## src/rtl/express_sel_arbiter.sv

```systemverilog
// rtl/express_sel_arbiter.sv - round-robin arbiter sharing the express select datapath
//
// Purpose:
//   Grants one of NREQ requesters at a time access to the shared combinational
//   select datapath. It drives the winner's select code on o_express with
//   o_dp_en high for LAT cycles, captures i_dp_result, and returns it on a
//   valid/ready response channel tagged with the requester index.
//
// Ports:
//   i_clk         clock, all logic on rising edge
//   i_rst         synchronous active-high reset
//   i_req         request per requester, held until granted
//   i_sel_flat    select code per requester, requester i at [i*SEL_W +: SEL_W]
//   o_gnt         one-hot, one-cycle grant pulse
//   o_express     select code to the shared datapath
//   o_dp_en       high while o_express is valid for the datapath
//   i_dp_result   combinational datapath result
//   o_rsp_valid   response valid
//   o_rsp_id      index of granted requester
//   o_rsp_data    captured datapath result
//   i_rsp_ready   response consumer ready
//   o_busy        high whenever the arbiter is not idle

module express_sel_arbiter #(
  parameter int NREQ  = 4,
  parameter int ID_W  = 2,
  parameter int SEL_W = 4,
  parameter int DAT_W = 16,
  parameter int LAT   = 1
) (
  input  logic                    i_clk,
  input  logic                    i_rst,
  input  logic [NREQ-1:0]         i_req,
  input  logic [NREQ*SEL_W-1:0]   i_sel_flat,
  output logic [NREQ-1:0]         o_gnt,
  output logic [SEL_W-1:0]        o_express,
  output logic                    o_dp_en,
  input  logic [DAT_W-1:0]        i_dp_result,
  output logic                    o_rsp_valid,
  output logic [ID_W-1:0]         o_rsp_id,
  output logic [DAT_W-1:0]        o_rsp_data,
  input  logic                    i_rsp_ready,
  output logic                    o_busy
);

  localparam int CNT_W = 4;

  typedef enum logic [1:0] {
    S_IDLE = 2'd0,
    S_WAIT = 2'd1,
    S_RESP = 2'd2
  } state_t;

  state_t             r_state;
  state_t             w_state_nxt;

  logic [NREQ-1:0]    r_gnt;
  logic [SEL_W-1:0]   r_express;
  logic               r_dp_en;
  logic               r_rsp_valid;
  logic [ID_W-1:0]    r_rsp_id;
  logic [DAT_W-1:0]   r_rsp_data;
  logic               r_busy;
  logic [ID_W-1:0]    r_ptr;
  logic [CNT_W-1:0]   r_cnt;

  logic [NREQ-1:0]    w_gnt_nxt;
  logic [SEL_W-1:0]   w_express_nxt;
  logic               w_dp_en_nxt;
  logic               w_rsp_valid_nxt;
  logic [ID_W-1:0]    w_rsp_id_nxt;
  logic [DAT_W-1:0]   w_rsp_data_nxt;
  logic               w_busy_nxt;
  logic [ID_W-1:0]    w_ptr_nxt;
  logic [CNT_W-1:0]   w_cnt_nxt;

  // Round-robin winner search
  logic [NREQ-1:0]    w_req_rot;
  logic [ID_W:0]      w_off;
  logic [ID_W:0]      w_sum;
  logic [ID_W-1:0]    w_win;
  logic               w_found;

  // Rotate requests so that bit 0 is the requester at r_ptr; the lowest set
  // bit of the rotated vector is then the offset of the winner from r_ptr.
  always_comb begin
    w_req_rot = NREQ'({i_req, i_req} >> r_ptr);
    w_found   = |i_req;
    w_off     = '0;
    for (int k = NREQ - 1; k >= 0; k--) begin
      if (w_req_rot[k]) begin
        w_off = (ID_W+1)'(k);
      end
    end
    w_sum = {1'b0, r_ptr} + w_off;
    if (w_sum >= (ID_W+1)'(NREQ)) begin
      w_sum = w_sum - (ID_W+1)'(NREQ);
    end
    w_win = w_sum[ID_W-1:0];
  end

  always_ff @(posedge i_clk) begin
    if (i_rst) begin
      r_state     <= S_IDLE;
      r_gnt       <= '0;
      r_express   <= '0;
      r_dp_en     <= 1'b0;
      r_rsp_valid <= 1'b0;
      r_rsp_id    <= '0;
      r_rsp_data  <= '0;
      r_busy      <= 1'b0;
      r_ptr       <= '0;
      r_cnt       <= '0;
    end else begin
      r_state     <= w_state_nxt;
      r_gnt       <= w_gnt_nxt;
      r_express   <= w_express_nxt;
      r_dp_en     <= w_dp_en_nxt;
      r_rsp_valid <= w_rsp_valid_nxt;
      r_rsp_id    <= w_rsp_id_nxt;
      r_rsp_data  <= w_rsp_data_nxt;
      r_busy      <= w_busy_nxt;
      r_ptr       <= w_ptr_nxt;
      r_cnt       <= w_cnt_nxt;
    end
  end

  always_comb begin
    w_state_nxt     = r_state;
    w_gnt_nxt       = '0;
    w_express_nxt   = r_express;
    w_dp_en_nxt     = 1'b0;
    w_rsp_valid_nxt = r_rsp_valid;
    w_rsp_id_nxt    = r_rsp_id;
    w_rsp_data_nxt  = r_rsp_data;
    w_ptr_nxt       = r_ptr;
    w_cnt_nxt       = r_cnt;

    case (r_state)
      S_IDLE: begin
        if (w_found) begin
          w_gnt_nxt     = NREQ'(1) << w_win;
          w_express_nxt = i_sel_flat[w_win*SEL_W +: SEL_W];
          w_rsp_id_nxt  = w_win;
          w_cnt_nxt     = CNT_W'(LAT);
          w_dp_en_nxt   = 1'b1;
          w_state_nxt   = S_WAIT;
        end
      end

      S_WAIT: begin
        w_cnt_nxt = r_cnt - 1'b1;
        // Last settle cycle: sample the datapath and drop dp_en together.
        if (r_cnt == CNT_W'(1)) begin
          w_rsp_data_nxt  = i_dp_result;
          w_rsp_valid_nxt = 1'b1;
          w_state_nxt     = S_RESP;
        end else begin
          w_dp_en_nxt = 1'b1;
        end
      end

      S_RESP: begin
        // Pointer only moves on completion so a backpressured winner's
        // successor keeps its turn.
        if (i_rsp_ready) begin
          w_rsp_valid_nxt = 1'b0;
          w_ptr_nxt       = (r_rsp_id == ID_W'(NREQ - 1)) ? '0 : r_rsp_id + ID_W'(1);
          w_state_nxt     = S_IDLE;
        end
      end

      default: begin
        w_state_nxt = S_IDLE;
      end
    endcase

    w_busy_nxt = (w_state_nxt != S_IDLE);
  end

  assign o_gnt       = r_gnt;
  assign o_express   = r_express;
  assign o_dp_en     = r_dp_en;
  assign o_rsp_valid = r_rsp_valid;
  assign o_rsp_id    = r_rsp_id;
  assign o_rsp_data  = r_rsp_data;
  assign o_busy      = r_busy;

endmodule

```

## config.mk

```make
export PLATFORM = sky130hd
export DESIGN_NAME = express_sel_arbiter
export DESIGN_NICKNAME = d
export VERILOG_FILES = /design/src/rtl/express_sel_arbiter.sv
export SDC_FILE = /design/constraint.sdc
export NUM_CORES = 1
export LEC_CHECK = 0
export BUFFER_PORTS_ARGS = -buffer_cell sky130_fd_sc_hd__buf_2
export CORE_MARGIN = 4
export CORE_UTILIZATION = 30
export CTS_CLUSTER_DIAMETER = 150
export DETAILED_ROUTE_END_ITERATION = 10
export GPL_TIMING_DRIVEN = 0
export SLEW_MARGIN = 15
export SYNTH_ARGS = -nofsm -noshare
export SYNTH_HDL_FRONTEND = slang
export SYNTH_SLANG_ARGS = --single-unit
```

## constraint.sdc

```tcl
create_clock -name i_clk -period 2.85 [get_ports i_clk]
set_clock_uncertainty 0.15 [all_clocks]
set_input_delay 0.4275 -clock i_clk [delete_from_list [all_inputs] [get_ports i_clk]]
set_output_delay 0.4275 -clock i_clk [all_outputs]
set_load 0.05 [all_outputs]
```

After elaboration in Yosys (flattened, before gate mapping)
Cells that the tools add are included.
- $add $sub $neg: 4
- magnitude comparators: 1
- equal/unequal tests: 7
- shift operators: 3
- multiplexer cells: 18
- bitwise logic cells: 2
- reductions and logical operators: 11
- operators by type and width (cell ; number):
    $shiftx A16 B5 Y4 ; 1
    $mux W2 ; 6
    $mux W3 ; 3
    $pmux W4 S2 ; 1
    $reduce_and A2 Y1 ; 4
    $shr A8 B2 Y4 ; 1
    $ne A2 B2 Y1 const B ; 3
    $pmux W2 S3 ; 1
    $reduce_bool A2 Y1 ; 3
    $eq A2 B2 Y1 const B ; 2
    $eq A4 B1 Y1 const B ; 1
    $mux W1 ; 4
    $mux W4 ; 1
    $pmux W1 S2 ; 2
    $reduce_or A4 Y1 ; 1
    $shl A1 B2 Y4 const A ; 1
    $sub A4 B1 Y4 const B ; 1
    $add A2 B3 Y3 ; 1
    $ge A3 B3 Y1 const B ; 1
    $reduce_and A3 Y1 ; 1
    $reduce_or A3 Y1 ; 1
    $add A2 B1 Y2 const B ; 1
    $eq A2 B1 Y1 const B ; 1
    $logic_not A2 Y1 ; 1
    other kinds (2) ; 3
- flip-flop bits (word level): 37
- input bits: 39
- output and inout port bits: 29
- logic and storage cells: 56

Longest topological paths before layout
Gate-level depths: netlist (run 1).
- depth in word-level cells: 9
- gate-level depth with buffers: 10
- depth with buffers taken out: 9

Worst setup path after synthesis (run 1)
No wires, ideal clock.
- path type: input -> register
- from: input i_req[0]
- to: register r_express[2] (netlist: o_express[2])
- setup time: 0.069 ns
- data arrival time: 2.404 ns
- data required time: 2.631 ns
- path slack: 0.227 ns
- cell stages on the path: 9
- buffers on the path: 2
- cell sequence: buf_2 or4_1 o211ai_1 ha_1 clkbuf_1 mux2i_1 or3_1 o311a_1 o21ai_1
- longest elaborated chain between the ends: 9
- elaborated cells on any way between the ends: 12
- those cells by class: add/sub (2); order compare (1); shift (2); mux (5); reduce/logical (2)
- RTL lines (what ; RTL line ; text):
    start, declared ; 33 ; input logic [NREQ-1:0] i_req,
    $shr A8 B2 Y4 * ; 87 ; w_req_rot = NREQ'({i_req, i_req} >> r_ptr);
    $mux W2 ; 91 ; if (w_req_rot[k]) begin
    $mux W3 (2 in series) ; 91 ;
    $mux W3 * ; 91 ;
    $add A2 B3 Y3 * ; 95 ; w_sum = {1'b0, r_ptr} + w_off;
    $ge A3 B3 Y1 or $sub A2 B1 Y2 (tied branches) ; 96, 97 ;
    $mux W2 * ; 96 ; if (w_sum >= (ID_W+1)'(NREQ)) begin
    via w_sum[0] ; 80 ; logic [ID_W:0] w_sum;
    $shiftx A16 B5 Y4 * ; 143 ; w_express_nxt = i_sel_flat[w_win*SEL_W +: SEL_W];
    end signal, assigned ; 117 ; r_express <= w_express_nxt;
    end, declared ; 58 ; logic [SEL_W-1:0] r_express;
The timed path passes the listed nets; every way through them passes the cells marked *.
A chain may end at the register's enable or synchronous reset.

Worst setup path after layout (run 1)
- from: register r_ptr[0]
- to: register r_express[3] (netlist: o_express[3])
- longest elaborated chain between the ends: 9
- elaborated cells on any way between the ends: 10
- those cells by class: add/sub (2); order compare (1); shift (2); mux (5)
- RTL lines (what ; RTL line ; text):
    start, declared ; 64 ; logic [ID_W-1:0] r_ptr;
    start signal, assigned ; 123 ; r_ptr <= w_ptr_nxt;
    $shr A8 B2 Y4 ; 87 ;
    $mux W2 ; 91 ;
    $mux W3 (3 in series) ; 91 ;
    $add A2 B3 Y3 * ; 95 ;
    $ge A3 B3 Y1 or $sub A2 B1 Y2 (tied branches) ; 96, 97 ;
    $mux W2 * ; 96 ;
    via w_sum[0] ; 80 ;
    $shiftx A16 B5 Y4 * ; 143 ;
Marks and branches as above.

==> metrics, run 1 <==
outcome completed; final net count around 320; RR Startpoint r_ptr[0]; Post-Synth Adder-Cell Area 2.890%; Area growth, synth to finish 30.85%; CP endpoint kind flip-flop; TritonCTS clock tree built; postcts setup bufs 0; Simple-Gate Fraction of Synth Area 22.62%; Std-Cell Rows 27; Leak ~1.0 nW; DRC viols 0; Worst Max-Slew Pin Slew between 600 and 700 ps; Die X 83.98 µm; Tmin final between 2000 and 3000 ps; PwrDens about 650 nW/µm²; reg2reg end o_express[3]; core box area around 5500 µm²; routed vias/inst 4.686; worst setup path class reg2reg; PnR worst setup slack 249.4 ps; first-pass GRT wire length 7.251 mm; Final Hold Fails 0; WHS Endpoint o_rsp_data[2]; final wirelength 4.165 mm; unrepaired setup endpoints after global routing false; vias in the first global route ~1,600; most instantiated cells after synthesis nand2_1, dfxtp_1, a21oi_1; Mapped Cells 209; average wire per standard cell around 12 µm; pins over their slew limit 0; R2R Setup Slk 250 ps; die area roughly 7100 µm²; max_cap viols 0; clk_lat worst skew ~290 ps; detailed placer's ending HPWL 3.197 mm; Initial DRT Pass Iterations 4; critical path's slowest cell or4_1; max_slew headroom between 50 and 60%; IO buf count 65; Worst-path clk slew about 80 ps; Vias approximately 1,700; worst r2r path cells 8; routability cong. 0.7254; Filler Cell Count 600; Die Ht between 80 and 90 µm; hold depth 3; Worst setup SP type flip-flop; crit-path cells buf_2 > or4_1 > o211ai_1 > ha_2 > mux2i_1 > or3_1 > o311a_1 > o21ai_1; largest fanout on the critical path 13; mux cell area share after synthesis under 10%; Area after DPL roughly 2100 µm²; fmax 0.3845 GHz; DRT antenna net count 0; syn nets between 200 and 300; WP data arrival 2670 ps; area share of the largest cell type after synthesis a little over two fifths; initial antenna violation count 0; Required @ worst endpoint 2920 ps; mean area per synthesized cell roughly 8.3 µm²; largest family of logic cells by synthesized area simple AND/OR/NAND/NOR gates; register area share after synthesis a little over two fifths; Ant. Diodes 0; most frequent cell after synthesis nand2_1; Synth cell types 35; initial DRC count 24; dominant cell type by area after synthesis dfxtp_1; CTS resizes 0; gr usage total 12.37%; Max Root-Sink Buffers 2; Starting Density between 30% and 40%; setup violators final 0; Final TNS setup 0 ps; EDFF count, synth 0; Congestion Overflow GR 0; Seq cells post-synth 37; min-delay src i_dp_result[2]; XOR/XNOR share of the synthesized area between 2 and 2.5%; IO Pins 68; Num CTS Buffers 5; CTS Hold Buffers Added 0; complex-gate fraction of the synthesized area roughly 17%; Yosys warning total 0; Min-Delay Path Class in2reg; fin crit share approximately nine tenths; most common flop cell mapped by yosys dfxtp_1; placed cells around 350; pin count of the biggest net entering global routing 14; H-tree depth 2; clk root buf clkbuf_8; CP peak stage delay between 500 and 600 ps; Peak VDD IR ~0.31 mV; asr flop ratio synth 0%; synth top area cells dfxtp_1, nand2_1, mux2i_1, a21oi_1, nor2_1; Post-Syn Area about 1700 µm²; Layout Cells excl Fill 353; CTS sink cnt 37; layout cells sized above 1 29.54%; post-route cell area 2266 µm²; Place WS -80.66 ps
## how the worst max path moves through the flow
stage,from,endpoint,slack [ps],depth (start not counted)
floorplan,i_req[0],o_express[2],230,9
global placement,i_req[0],o_express[2],-70,9
detailed placement,i_req[0],o_express[2],-80,9
CTS,r_ptr[0],o_express[3],150,9
global route,r_ptr[0],o_express[3],110,8
finish,r_ptr[0],o_express[3],250,8
## worst max-delay path, delay by kind of cell, from the launching register on
kind	cells	cell delay, ps
AND/OR/NAND/NOR	2	860
adder cells (fa/ha/maj)	1	430
AO/OA/AOI/OAI	3	390
buffers and inverters	1	180
multiplexers	1	190
flip-flops	1	330
## state kept, by name, indices dropped and copies added (netlist names)
signal / cells
o_busy: 1
r_state: 2
o_dp_en: 1
o_rsp_data: 16
r_cnt: 4
o_gnt: 4
r_ptr: 2
o_rsp_id: 2
o_rsp_valid: 1
o_express: 4
## cells by family (layout without fill, tap and decap cells)
kind of cell | Yosys count | count (layout)
simple gates | 87 | 87
fa+ha+maj | 4 | 4
compound gates | 48 | 48
mux | 14 | 14
buf+inv | 15 | 87
xor+xnor | 4 | 4
flops | 37 | 37
## final cells by class
type	instances	area, µm²	share of cell area [%]
tap	72	90.09	3.976
inverter	4	15.01	0.6626
timing repair buffer	65	325.3	14.36
sequential	37	740.7	32.69
clock buffer	6	82.58	3.644
multi-input combinational	157	925.9	40.86
buffer	10	48.80	2.154
clock inverter	2	37.54	1.657
## where the power goes
part | switching (mW) | internal [mW]
registers | 0.0278 | 0.567
clock network | 0.187 | 0.284
logic | 0.284 | 0.133
## routing by layer
| layer | GRT usage (%) | share of wire [%] | routed length, µm | up-vias |
|---|---|---|---|---|
| li1 | - | - | - | 871 |
| met3 | 5.824 | 8.7 | 362 | 4 |
| met1 | 15.09 | 46 | 1923 | 733 |
| met5 | 0 | 0 | 0 | - |
| met4 | 3.509 | 0.96 | 40 | 0 |
| met2 | 19.45 | 44 | 1838 | 46 |
## metrics by stage
| step | total power, mW | util [%] | hold slack, ps |
|---|---|---|---|
| 5_1_grt | 1.577 | 40.90 | 214.7 |
| 4_1_cts | 1.504 | 40.85 | 202.2 |
| 3_3_place_gp | 1.022 | 38.75 | 289.7 |
| 3_5_place_dp | 1.026 | 38.75 | 296.1 |
| 6_report | 1.483 | 40.90 | 215.8 |
| 2_1_floorplan | 0.9168 | - | 339.0 |
## cells in the final DEF (no fill, tap or decap), types with 3 or more instances in the layout
| cell | synthesis | layout |
|---|---|---|
| a21oi_1 | 27 | 27 |
| buf_2 | 3 | 68 |
| clkbuf_1 | 7 | 6 |
| clkbuf_8 | 0 | 6 |
| dfxtp_1 | 37 | 37 |
| ha_1 | 4 | 3 |
| inv_1 | 4 | 4 |
| mux2i_1 | 14 | 14 |
| nand2_1 | 41 | 41 |
| nor2_1 | 21 | 21 |
| nor3_1 | 7 | 7 |
| o21ai_0 | 4 | 4 |
| o21ai_1 | 4 | 4 |
| o311a_1 | 5 | 5 |
| or3_1 | 4 | 4 |
No activity file was read; power rests on OpenSTA's default activity.
==> run 2: changes to the inputs <==
--- a/config.mk
+++ b/config.mk
@@ -11,6 +11,9 @@
 export CTS_CLUSTER_DIAMETER = 150
 export DETAILED_ROUTE_END_ITERATION = 10
 export GPL_TIMING_DRIVEN = 0
+export HOLD_SLACK_MARGIN = 0.05
+export RECOVER_POWER = 25
+export REMOVE_ABC_BUFFERS = 1
 export SLEW_MARGIN = 15
 export SYNTH_ARGS = -nofsm -noshare
 export SYNTH_HDL_FRONTEND = slang
==> metrics, run 2 (synthesized netlist as in run 1, its figures left out) <==
outcome completed; multi-input logic area approximately 900 µm²; Die X approximately 84 µm; largest fanout on the critical path 13; register area ~740 µm²; routed vias/inst 4.791; Peak VDD IR roughly 0.22 mV; Leak 0.9644 nW; max FFs per register 16; average wire per standard cell 11.67 µm; initial antenna violation count 0; PwrDens roughly 660 nW/µm²; WP data arrival ~2600 ps; Required @ worst endpoint roughly 2900 ps; Starting Density 31.26%; first-pass GRT wire length around 7 mm; H-tree depth 2; Num CTS Buffers 5; fmax 0.4004 GHz; final net count approximately 320; pins over their slew limit 0; Tmin final 2497 ps; fin crit share between 80% and 90%; clk_lat worst skew approximately 290 ps; Area growth, synth to finish 27.38%; Ant. Diodes 0; worst setup path class reg2reg; P_sw 0.4900 mW; die area roughly 7100 µm²; Worst Max-Slew Pin Slew roughly 1000 ps; Seq pwr share slightly above 40%; clock share of power between 30% and 40%; Worst setup SP type flip-flop; TritonCTS clock tree built; detailed placer's ending HPWL roughly 3.0 mm; max_cap viols 0; initial DRC count 38; Filler Cell Count just under 600; leading cell types in the layout, fill and taps excluded buf_2, nand2_1, dfxtp_1; IO Pins just under 70; Max Root-Sink Buffers 2; Final Hold Fails 0; final wirelength between 4 and 5 mm; core box area ~5500 µm²; CTS sink cnt 37; Vias 1,653; Std-Cell Rows 27; post-route cell area about 2200 µm²; vias in the first global route around 1,500; Worst-path clk slew roughly 80 ps; Initial DRT Pass Iterations 4; sw frac between 30% and 40%; gr usage total 11.63%; CP endpoint kind flip-flop; Layout Cells excl Fill around 350; DRC viols 0; Die Ht ~84 µm; placed cells 337; combinational power share between 20% and 30%; setup violators final 0; IO buf count 67; max_slew headroom 30.46%; Congestion Overflow GR 0; Final TNS setup 0 ps; layout cells sized above 1 24.18%; Area after DPL 2105 µm²; most common library cell in the layout ignoring fill and taps buf_2; routability cong. approximately 0.72; internal power 0.9753 mW; pin count of the biggest net entering global routing 32; Min-Delay Path Class in2reg; DRT antenna net count 0; clk root buf clkbuf_8; unrepaired setup endpoints after global routing false
[run 2: cell count changes in the layout (fill, tap and decap cells not counted)]
cell        change
buf_2          -15
clkbuf_1        +9
buf_6           -1
clkinvlp_4      -1
[run 2: repair_timing]
item                       CTS  global route
setup buffers                0             0
resized for setup            0             1
hold buffers                 0             0
setup endpoints to repair    0             4
[run 2: final timing paths]
kind / startpoint / endpoint / slack, ps / cells past startpoint
setup / recovery: r_ptr[0] / o_express[0] / 350 / 8
hold / removal: i_dp_result[3] / o_rsp_data[3] / 220 / 3
setup reg to reg: r_ptr[0] / o_express[0] / 350 / 8
hold reg to reg: o_express[3] / o_express[3] / 300 / 2
[run 2: layout make-up]
cell class / count / share of cell area [%]
clock inverters: 1 / 1.361
inverters: 4 / 0.6807
multi-input cells: 157 / 41.97
flip-flops and latches: 37 / 33.58
repair buffers: 67 / 14.41
well taps: 72 / 4.084
clock buffers: 7 / 3.914
[run 2: metal layers]
metal	routed length (µm)	vias to the layer above	track usage (%)
met5	0	-	0
met1	1961	721	15.03
met4	52	0	3.509
met2	1607	68	17.64
li1	-	857	-
met3	405	7	4.837
[run 2: power groups by stage]
| stage | clock network (mW) | registers (mW) | logic [mW] |
|---|---|---|---|
| global placement | 0 | 0.608 | 0.405 |
| floorplan | 0 | 0.736 | 0.167 |
| CTS | 0.483 | 0.597 | 0.408 |
| finish | 0.467 | 0.598 | 0.400 |
| detailed placement | 0 | 0.609 | 0.407 |
| global route | 0.505 | 0.604 | 0.437 |
[run 2: per-stage QoR]
step                util (%)  total power [mW]  setup slack [ps]  hold slack [ps]
floorplan                  -            0.9024             498.8            333.8
global placement       37.99             1.013             175.1            288.8
detailed placement     37.99             1.016             155.0            289.1
CTS                    40.09             1.487             187.3            213.2
global route           39.81             1.547             96.97            219.2
finish                 39.81             1.465             352.7            224.2
[run 2: critical path: stages, from the launching register on]
cell	delay [ps]
dfxtp_1	550
nor3_1	110
a311oi_1	260
o211ai_1	120
ha_2	540
mux2i_1	140
or3_1	310
o311a_1	130
o21ai_1	130
